`config.mk`:
```
export PLATFORM = sky130hd
export DESIGN_NAME = sigmoid_issue_ctrl
export DESIGN_NICKNAME = d
export VERILOG_FILES = /design/src/rtl/sigmoid_issue_ctrl.sv
export SDC_FILE = /design/constraint.sdc
export NUM_CORES = 1
export LEC_CHECK = 0
export CAP_MARGIN = 20
export CORE_MARGIN = 2
export CORE_UTILIZATION = 25
export DETAILED_ROUTE_END_ITERATION = 12
export PLACE_DENSITY = 0.51
export SLEW_MARGIN = 30
export SYNTH_ARGS = -nofsm -noshare
export SYNTH_HDL_FRONTEND = slang
export SYNTH_SLANG_ARGS = --single-unit
```
`constraint.sdc`:
```
create_clock -name CLK -period 5.33 [get_ports CLK]
set_input_delay 0.7995 -clock CLK [delete_from_list [all_inputs] [get_ports CLK]]
set_output_delay 0.7995 -clock CLK [all_outputs]
set_load 0.005 [all_outputs]
```
`src/rtl/sigmoid_issue_ctrl.sv`:
```
// Issue/return controller sharing one 4-lane sigmoid pipe between two MAC requesters.
// Optional macro SIGMOID_CTRL_ERRDROP_EN: errored results are dropped instead of written back.
//
// state   | meaning
// S_IDLE  | no requests pending, all credits home
// S_RUN   | issuing and/or results outstanding
// S_DRAIN | flush requested: no grants, waiting for pipe and FIFO to empty
// S_DONE  | drain complete, flush_done pulses for this cycle
module sigmoid_issue_ctrl #(
  parameter int RES_DEPTH = 4,
  parameter int CNT_W     = 3
) (
  input  logic           CLK,
  input  logic           RST,
  input  logic [1:0]     rq_valid,
  output logic [1:0]     rq_ready,
  input  logic [7:0]     rq_word_sel,
  input  logic [9:0]     rq_index,
  input  logic [255:0]   rq_data,
  output logic           sg_reg_wen,
  output logic [3:0]     sg_word_sel,
  output logic [4:0]     sg_index,
  output logic [127:0]   sg_data,
  input  logic           sg_reg_wen_o,
  input  logic [3:0]     sg_word_sel_o,
  input  logic [4:0]     sg_index_o,
  input  logic [127:0]   sg_result,
  input  logic [3:0]     sg_error,
  input  logic           sg_empty,
  output logic           wb_wen,
  input  logic           wb_ready,
  output logic [3:0]     wb_word_sel,
  output logic [4:0]     wb_index,
  output logic [127:0]   wb_data,
  input  logic           flush_req,
  output logic           flush_done,
  output logic [3:0]     err_status,
  input  logic           err_clr
);

  localparam int PTR_W = CNT_W - 1;
  localparam logic [CNT_W-1:0] FULL_CNT = CNT_W'(RES_DEPTH);

  typedef enum logic [1:0] {S_IDLE, S_RUN, S_DRAIN, S_DONE} state_t;

  state_t             state, state_nxt;
  logic [CNT_W-1:0]   credits;
  logic               rr_ptr;
  logic [1:0]         gnt;
  logic               gnt_any, gnt_sel, eligible;

  logic [3:0]         f_ws   [RES_DEPTH];
  logic [4:0]         f_idx  [RES_DEPTH];
  logic [127:0]       f_data [RES_DEPTH];
  logic [3:0]         f_err  [RES_DEPTH];
  logic [PTR_W-1:0]   wr_ptr, rd_ptr;
  logic [CNT_W-1:0]   fill;
  logic               fifo_empty, fifo_full, push, pop, head_ok;

  // A rising flush_req blocks grants in the very cycle it is seen.
  assign eligible = (state != S_DRAIN) && !flush_req && (credits != '0);

  always_comb begin
    gnt = '0;
    if (eligible && !RST) begin
      if (rq_valid[rr_ptr])       gnt[rr_ptr]  = 1'b1;
      else if (rq_valid[~rr_ptr]) gnt[~rr_ptr] = 1'b1;
    end
  end

  assign rq_ready = gnt;
  assign gnt_any  = |gnt;
  assign gnt_sel  = gnt[1];

  always_ff @(posedge CLK or posedge RST) begin
    if (RST) begin
      rr_ptr      <= 1'b0;
      sg_reg_wen  <= 1'b0;
      sg_word_sel <= '0;
      sg_index    <= '0;
      sg_data     <= '0;
    end else begin
      sg_reg_wen <= gnt_any;
      if (gnt_any) begin
        rr_ptr      <= ~gnt_sel;
        sg_word_sel <= gnt_sel ? rq_word_sel[7:4]   : rq_word_sel[3:0];
        sg_index    <= gnt_sel ? rq_index[9:5]      : rq_index[4:0];
        sg_data     <= gnt_sel ? rq_data[255:128]   : rq_data[127:0];
      end
    end
  end

  assign fifo_empty = (fill == '0);
  assign fifo_full  = (fill == FULL_CNT);
  assign push       = sg_reg_wen_o;

`ifdef SIGMOID_CTRL_ERRDROP_EN
  assign head_ok = (f_err[rd_ptr] == 4'b0000);
  assign pop     = !fifo_empty && (!head_ok || wb_ready);
`else
  assign head_ok = 1'b1;
  assign pop     = !fifo_empty && wb_ready;
`endif

  assign wb_wen      = !fifo_empty && head_ok;
  assign wb_word_sel = wb_wen ? f_ws[rd_ptr]   : '0;
  assign wb_index    = wb_wen ? f_idx[rd_ptr]  : '0;
  assign wb_data     = wb_wen ? f_data[rd_ptr] : '0;

  // Storage needs no reset; validity is carried by the pointers.
  always_ff @(posedge CLK) begin
    if (push) begin
      f_ws[wr_ptr]   <= sg_word_sel_o;
      f_idx[wr_ptr]  <= sg_index_o;
      f_data[wr_ptr] <= sg_result;
      f_err[wr_ptr]  <= sg_error;
    end
  end

  always_ff @(posedge CLK or posedge RST) begin
    if (RST) begin
      wr_ptr <= '0;
      rd_ptr <= '0;
      fill   <= '0;
    end else begin
      if (push) wr_ptr <= wr_ptr + PTR_W'(1);
      if (pop)  rd_ptr <= rd_ptr + PTR_W'(1);
      case ({push, pop})
        2'b10:   fill <= fill + CNT_W'(1);
        2'b01:   fill <= fill - CNT_W'(1);
        default: fill <= fill;
      endcase
    end
  end

  // Saturate on return so orphan results after a reset cannot mint credits.
  always_ff @(posedge CLK or posedge RST) begin
    if (RST) begin
      credits <= FULL_CNT;
    end else begin
      case ({gnt_any, pop})
        2'b10:   credits <= credits - CNT_W'(1);
        2'b01:   if (credits != FULL_CNT) credits <= credits + CNT_W'(1);
        default: credits <= credits;
      endcase
    end
  end

  always_ff @(posedge CLK or posedge RST) begin
    if (RST)          err_status <= '0;
    else if (err_clr) err_status <= '0;
    else if (push)    err_status <= err_status | sg_error;
  end

  always_ff @(posedge CLK or posedge RST) begin
    if (RST) state <= S_IDLE;
    else     state <= state_nxt;
  end

  always_comb begin
    state_nxt = state;
    unique case (state)
      S_IDLE:  if (flush_req)      state_nxt = S_DRAIN;
               else if (|rq_valid) state_nxt = S_RUN;
      S_RUN:   if (flush_req)      state_nxt = S_DRAIN;
               else if (credits == FULL_CNT && !(|rq_valid)) state_nxt = S_IDLE;
      S_DRAIN: if (credits == FULL_CNT && sg_empty && fifo_empty) state_nxt = S_DONE;
      S_DONE:  state_nxt = S_IDLE;
      default: state_nxt = S_IDLE;
    endcase
  end

  assign flush_done = (state == S_DONE);

  a_no_overflow: assert property (@(posedge CLK) disable iff (RST) !(push && fifo_full && !pop));

endmodule
```
# Word-level counts from Yosys, hierarchy flattened
# Memories as Yosys holds them, arrays and structs flattened.
# Index checks and enable logic that the tools add are counted.
# word_totals
register_bits,155
mem_bits_rw,548
wordCells,94
mem_count,3
# memory_table
name,words,width,read_ports,rd_ports_with_merged_regs,write_ports,line_no,rtl
f_data,4,128,1,0,1,54,logic [127:0] f_data [RES_DEPTH];
f_idx,4,5,1,0,1,53,logic [4:0] f_idx [RES_DEPTH];
f_ws,4,4,1,0,1,52,logic [3:0] f_ws [RES_DEPTH];
# classes
n_addsub,6
n_lt_le_gt_ge,4
eq_ne,14
n_mux,30
bitwise,3
n_reduce_logical,23
# ops
cell,n
2-to-1 mux 128 bit,2
2-to-1 mux 2 bit,8
2-to-1 mux 4 bit,4
case mux 3 bit (2 select lines),2
2-to-1 mux 5 bit,2
logical AND 1 bit,9
inequality test 3 bit (second input constant),3
== test 2 bit (second input constant),4
2-to-1 mux 1 bit,8
case mux 2 bit (4 select lines),1
adder 3 x 1 -> 3 bit (second input constant),2
== test 2 x 1 -> 1 bit (second input constant),3
inequality test 2 bit (second input constant),3
nonzero test 2 bit,3
subtractor 3 x 1 -> 3 bit (second input constant),2
adder 2 x 1 -> 2 bit (second input constant),2
logical NOT 1 bit,4
less-than comparator 1 x 2 -> 1 bit (second input constant),2
bitwise OR 4 bit,1
OR reduction 2 bit,2
== test 3 bit (second input constant),1
logical NOT 3 bit,1
2-to-1 mux 3 bit,1
AND reduction 3 bit,1
6 further kinds,9

# Logic depth before layout (Yosys ltp)
# Gate-level depths: netlist of the first run.
# depth
ltp_word,12
ltp_mapped,10
ltp_nobuf,9

# Least setup slack after synthesis of the first run
# OpenSTA, ideal clock, no wires.
# synth_path
kind,input to register
from,input sg_reg_wen_o
to,memory f_data[0][0] (enable)
arrival_ns,4.228
t_required_ns,4.818
slack_ns,0.590
cell_stages,2
path_buffers,1
cell_sequence,clkbuf_1 and2_1
# synth_between
elab_chain_cells,2
# synth_lines
element,line_no,rtl
start: declaration,24,"input logic sg_reg_wen_o,"
2-to-1 mux 1 bit,112,if (push) begin
2-to-1 mux 1 bit,-,
end: declaration,54,
# Every way passes these cells.

# Worst setup path in the final report of the first run
# layout_path
from,register rd_ptr[0]
to,output wb_data[92]
# layout_between
elab_chain_cells,2
# layout_lines
element,line_no,rtl
start: declaration,56,"logic [PTR_W-1:0] wr_ptr, rd_ptr;"
start signal: assignment,127,if (pop) rd_ptr <= rd_ptr + PTR_W'(1);
memory (4 x 128 bit),-,
2-to-1 mux 128 bit,108,assign wb_data = wb_wen ? f_data[rd_ptr] : '0;
end: declaration,34,"output logic [127:0] wb_data,"
# Every way passes these cells.

==> results of run 1 <==
==> cell usage in the layout (no fill, tap or decap), types with 3 or more instances in the layout <==
master / count
clkdlybuf4s50_1: 706
edfxtp_1: 548
dfrtp_1: 152
nor2_1: 143
nand2_1: 141
and2_1: 138
mux4_2: 137
o31ai_1: 137
a21oi_1: 124
clkbuf_16: 81
buf_4: 28
a21oi_2: 21
clkinv_1: 19
buf_12: 15
inv_1: 11
clkinv_2: 11
clkbuf_1: 10
bufinv_16: 10
diode_2: 7
and2_4: 5
xnor2_1: 5
ha_1: 5
clkinv_16: 5
mux2i_1: 3
xor2_1: 3
clkinvlp_4: 3
==> power groups by stage <==
stage,combinational [mW],sequential (mW),clock (mW)
final,8.11,8.08,5.66
after global routing,8.72,8.24,6.05
after CTS,8.37,8.13,5.85
after detailed placement,8.31,8.23,0
after global placement,8.28,8.17,0
after floorplan,3.66,7.99,0
==> worst reg2reg max path: stages, from the launching register on <==
cell,delay [ns]
dfrtp_1,0.43
or3_1,0.45
nand4_1,0.15
buf_6,0.57
buf_12,0.50
o31ai_1,0.45
==> cells in the mapped netlist (2+ instances only) <==
| library cell | number | share of area (%) |
|---|---|---|
| mux2i_1 | 3 | 0.11 |
| a21oi_2 | 21 | 0.65 |
| nand2_1 | 141 | 1.9 |
| o21ai_0 | 3 | 0.053 |
| dfrtp_1 | 154 | 14 |
| or3_1 | 3 | 0.066 |
| edfxtp_1 | 548 | 58 |
| mux2_4 | 2 | 0.11 |
| xnor2_1 | 5 | 0.15 |
| and2_1 | 142 | 3.1 |
| inv_1 | 12 | 0.16 |
| nor2_1 | 143 | 1.9 |
| buf_4 | 3 | 0.080 |
| buf_1 | 14 | 0.19 |
| buf_2 | 38 | 0.67 |
| clkbuf_1 | 56 | 0.74 |
| a21oi_1 | 124 | 2.2 |
| o31ai_1 | 137 | 3.6 |
| mux4_2 | 137 | 11 |
| ha_1 | 5 | 0.22 |
| xor2_1 | 3 | 0.093 |
| fa_1 | 2 | 0.14 |
| buf_6 | 14 | 0.56 |
==> metrics by stage <==
step	cells	hold slack [ns]	utilization [%]	power, mW	worst slack (ns)
after global placement	3846	0.4581	33.02	16.46	1.365
after global routing	3999	0.4870	35.53	23.01	0.9843
final	4001	0.4728	35.53	21.85	1.260
after CTS	3993	0.4752	35.50	22.35	1.015
after floorplan	1723	0.4336	-	11.66	0.3540
after detailed placement	3848	0.4663	33.06	16.53	1.489
==> layer usage <==
| metal | up-vias | wire [µm] | global-route usage (%) |
|---|---|---|---|
| li1 | 7981 | - | - |
| met1 | 8979 | 33270 | 16.74 |
| met2 | 585 | 45510 | 26.43 |
| met3 | 162 | 6961 | 4.898 |
| met4 | 20 | 4092 | 7.342 |
| met5 | - | 119 | 0 |
==> final cells by class <==
class                   count  share of cell area, %
clock buffers              93                  5.241
repair buffers            751                  19.08
well taps                1500                  4.702
inverters                  13                 0.1410
multi-input cells         882                  18.22
flip-flops and latches    703                  50.96
clock inverters            52                  1.608
diodes                      7                0.04388
==> how the worst max path moves through the flow <==
stage / from / to / slack (ns) / depth (start not counted)
after floorplan: RST / credits[0]$_DFFE_PP0P_ / 0.35 / 1
after global placement: RST / rq_ready[0] / 1.36 / 7
after detailed placement: RST / rq_ready[0] / 1.49 / 7
after CTS: rd_ptr[0]$_DFFE_PP0P_ / wb_data[92] / 1.01 / 4
after global routing: rd_ptr[0]$_DFFE_PP0P_ / wb_data[92] / 0.98 / 4
final: rd_ptr[0]$_DFFE_PP0P_ / wb_data[92] / 1.26 / 4
==> state kept, by name, summed over array words and instances, names as in the netlist, 3 cells and up <==
name and count:
f_idx 20, credits 3, f_ws 16, sg_data 128, sg_word_sel 4, fill 3
err_status 4, sg_index 5, f_data 512
==> cells by family after synthesis <==
group | after synthesis | synth area share (%)
compound gates | 287 | 6.599
xor+xnor | 8 | 0.2480
simple gates | 438 | 7.254
mux | 142 | 11.13
flops | 703 | 71.98
buf+inv | 138 | 2.422
fa+ha+maj | 7 | 0.3632
==> flow_summary.toml, run 1 <==
[outcome]
status = "finished, final reports clean"

[worst_setup_path]
r2r_slack_ns = 2.63
path_max_fanout = 34
arrival_ns = 3.27
crit_family = "buffers and inverters"
critPathRequiredTime_ns = 4.53
reg2reg_depth = 5
critPathCaptureType = "output pin"
crit_chain = "buf_4, mux4_2, and2_1, clkdlybuf4s50_1"
rr_startpoint = "credits[0]$_DFFE_PP0P_"
crit_type = "reg -> out"
crit_buf_inv = 2
r2r-end = "sg_data[52]$_DFFE_PP0P_"
critPathMaxStageDelay_ns = 0.88
start_kind = "register"
cp_slowest_cell = "dfrtp_4"

[timing]
rsz0062_at_grt = "no"
hold_violations = 0
max_freq_ghz = 0.2457
slew_headroom_pct = 38.63
finalCritPeriodShare_pct = 76.36
worst_pin_slew_ns = 0.9205
final_max_slew_viol_count = 0
skew_ns = 0.02280
finalWorstPathRequiredPeriod_ns = 4.070
finalSetupViolations = 0
fin_setup_tns_ns = 0

[final_layout]
layout-drive-gt1-share_pct = 13.55
stdcell_area_um2 = 39920
syn_to_final_growth_pct = 41.29
num-fill-cells = 10837
nets = 2862
multiInputGateArea_um2 = 7274
seq_area_um2 = 20340

[clock_tree]
root_buffer = "clkbuf_16"
postCtsSetupBuffers = 0
clkTransAtPathRegs_ns = 0.06
numCtsBuffers = 80
cts.sinks = 703
cts_htree_levels = 3
hold_buffers = 0
clock_path_buffers = 3
clk_latency_ns = 0.66
cts_resized = 0
tritoncts = "yes"

[detailed_routing]
viasPerCell = 4.431
via_count = 17727
drc_errors = 0
dr.pass1.iters = 4
wl_per_cell_um = 22.48
drt_iter0_drc = 902
wirelength_um = 89950
ant_nets = 0

[floorplanning]
io_pins = 707
core_um2 = 112300
die_w_um = 340.2
start_util_pct = 25.15
row_count = 123
dieArea_um2 = 115700
die_y_um = 340.2

[logic_synthesis]
synthCells = 1723
yosys.cell_types.count = 36
synthFlopType = "edfxtp_1"
netlist_area_um2 = 28250
seq_area_frac_synth_pct = 71.98
syn_avg_cell_area_um2 = 16.40
synthArstFlopShare_pct = 22.05
ys_seq_elements = 703
synthesis.nets = 2154
synth_edf_count = 548
ys_warn_count = 0

[placed_design]
numPortBuffers = 706
gp_congestion = 0.8906
hpwl_um = 61480
placed_area_um2 = 37140

[grt]
first_global_vias = 19087
track_usage_pct = 15.20
grt_pass1_wl_um = 130100
grt_antenna_before_repair = 15
grt-ovfl-total = 0
grt_start_max_net_pins = 177

[power]
switching_share_pct = 30.60
intPower_mw = 15.17
p_leak_nw = 13.92
ir_drop_uv = 282.7
clockPowerShare_pct = 25.9
p_seq_share_pct = 37.0
p_switching_mw = 6.686
powerDensity_nw_per_um2 = 547.5
pwr-share-comb_pct = 37.1

[hold_path]
holdPathStages = 1
min_to = "fill[2]$_DFFE_PP0P_"
hold_class = "reg -> reg"
worstHoldStart = "fill[2]$_DFFE_PP0P_"

[job]
drv_cap = 0
No activity file was read; power rests on OpenSTA's default activity.
==> inputs of run 2 (changes only) <==
==> constraint.sdc (replaced) <==
create_clock -name CLK -period 4.05 [get_ports CLK]
set_input_delay 0.6075 -clock CLK [delete_from_list [all_inputs] [get_ports CLK]]
set_output_delay 0.6075 -clock CLK [all_outputs]
set_load 0.005 [all_outputs]
==> run 2 against run 1 <==
Via count is 0.30% higher. Cell count fell by 0.15%. Clock-buffer cell count is 11 higher. Register-to-register slack lost 1.1 ns. Die area unchanged. Final area shrank 0.35%. Utilization decreased by 0.12 points. Wire length up 2.7%. Combinational power grew 33%. Hold slack lost 0.0036 ns. Largest cell class unchanged.
==> flow_summary.toml, run 2 (synthesized netlist as in run 1, its figures left out) <==
[outcome]
status = "finished, final reports clean"

[final_layout]
fin_cells = 3995
layout-drive-gt1-share_pct = 12.97
top_register = "f_data"
final_cell_mix = "clkdlybuf4s50_1 (706), edfxtp_1 (548), dfrtp_1 (152), nor2_1 (143), nand2_1 (141)"
top_regs = "f_data (512), sg_data (128), f_idx (20)"
nets = 2858
syn_to_final_growth_pct = 40.80
multiInputGateArea_um2 = 7274
largest_register_ffs = 512
seq_area_um2 = 20340
final_common_cell = "clkdlybuf4s50_1"
num-fill-cells = 10763

[power]
p_leak_nw = 13.84
ir_drop_uv = 417.4
powerDensity_nw_per_um2 = 714.4

[clock_tree]
root_buffer = "clkbuf_16"
postCtsSetupBuffers = 0
cts.sinks = 703
clk_latency_ns = 0.65
hold_buffers = 0
numCtsBuffers = 82
tritoncts = "yes"
cts_htree_levels = 3
clock_path_buffers = 3
clkTransAtPathRegs_ns = 0.05
cts_resized = 0

[worst_setup_path]
crit_type = "reg -> out"
path_max_fanout = 25
arrival_ns = 3.07
critPathRequiredTime_ns = 3.44
start_kind = "register"
r2r_slack_ns = 1.50
critPathCaptureType = "output pin"

[timing]
rsz0062_at_grt = "no"
skew_ns = 0.02422
hold_violations = 0
finalSetupViolations = 0
slew_headroom_pct = 50.97
finalWorstPathRequiredPeriod_ns = 3.681
max_freq_ghz = 0.2717
worst_pin_slew_ns = 0.7354
fin_setup_tns_ns = 0
final_max_slew_viol_count = 0
finalCritPeriodShare_pct = 90.88

[placed_design]
gp_congestion = 0.9341
hpwl_um = 62890
numPortBuffers = 706
place_inst = 3843

[detailed_routing]
drc_errors = 0
dr.pass1.iters = 5
ant_nets = 0
drt_iter0_drc = 827
wl_per_cell_um = 23.13
viasPerCell = 4.451
wirelength_um = 92420
via_count = 17780

[floorplanning]
core_um2 = 112300
row_count = 123
die_w_um = 340.2
start_util_pct = 25.15
die_y_um = 340.2
dieArea_um2 = 115700
io_pins = 707

[job]
drv_cap = 0

[grt]
first_global_vias = 19126
grt-ovfl-total = 0
track_usage_pct = 15.69
grt_antenna_before_repair = 21
grt_pass1_wl_um = 133600
grt_start_max_net_pins = 113

[hold_path]
hold_class = "reg -> reg"
run 2: power by group:
group | internal [mW] | total, mW | switching (mW)
sequential | 9.69 | 10.4 | 0.747
combinational | 5.88 | 10.8 | 4.96
clock | 4.14 | 7.13 | 2.99
run 2: path summary, 6_finish.rpt:
kind	startpoint	to	depth (start not counted)
worst max register to register	fill[0]$_DFFE_PP0P_	fill[2]$_DFFE_PP0P_	10
worst min register to register	fill[2]$_DFFE_PP0P_	fill[2]$_DFFE_PP0P_	1
worst min-delay path	fill[2]$_DFFE_PP0P_	fill[2]$_DFFE_PP0P_	1
min in group asynchronous	RST	sg_data[62]$_DFFE_PP0P_	2
max in group asynchronous	RST	err_status[2]$_DFFE_PP0P_	3
worst max-delay path	rd_ptr[0]$_DFFE_PP0P_	wb_data[63]	4
run 2: cell type report:
class	count	share of cell area [%]
clock inverters	43	1.082
flip-flops and latches	703	51.14
inverters	13	0.1384
diodes	5	0.03145
multi-input cells	882	18.29
repair buffers	745	19.13
well taps	1500	4.718
clock buffers	104	5.470
run 2: worst max-delay path: stages, from the launching register on:
cell and delay [ns]:
dfrtp_4 0.65, buf_4 0.52, mux4_2 0.56, and2_1 0.18
clkdlybuf4s50_1 0.52
run 2: per-stage QoR:
step	hold WS, ns	area [µm²]	total power [mW]	setup slack, ns	utilization [%]
finish	0.4693	39780	28.42	0.3692	35.41
detailed placement	0.4636	37160	21.76	0.7786	33.08
global route	0.4875	39770	29.99	0.1526	35.40
global placement	0.4580	37160	21.69	0.7746	33.08
floorplan	0.4336	28260	15.25	1.006	-
CTS	0.4748	39770	29.13	0.2019	35.40
run 2: per-layer routing:
layer / routed length [µm] / vias to the layer above / GRT usage (%)
met3: 8161 / 171 / 5.993
met1: 34660 / 8994 / 17.70
met5: 165 / - / 0
li1: - / 7978 / -
met2: 45740 / 611 / 26.54
met4: 3687 / 26 / 6.590
==> inputs of run 3 (changes only) <==
--- a/config.mk
+++ b/config.mk
@@ -10,7 +10,7 @@
 export CORE_UTILIZATION = 25
 export DETAILED_ROUTE_END_ITERATION = 12
 export PLACE_DENSITY = 0.51
-export SLEW_MARGIN = 30
+export SLEW_MARGIN = 20
 export SYNTH_ARGS = -nofsm -noshare
 export SYNTH_HDL_FRONTEND = slang
 export SYNTH_SLANG_ARGS = --single-unit
==> results of run 3 <==
Final layout, timing and power as in run 2 (identical DEF).
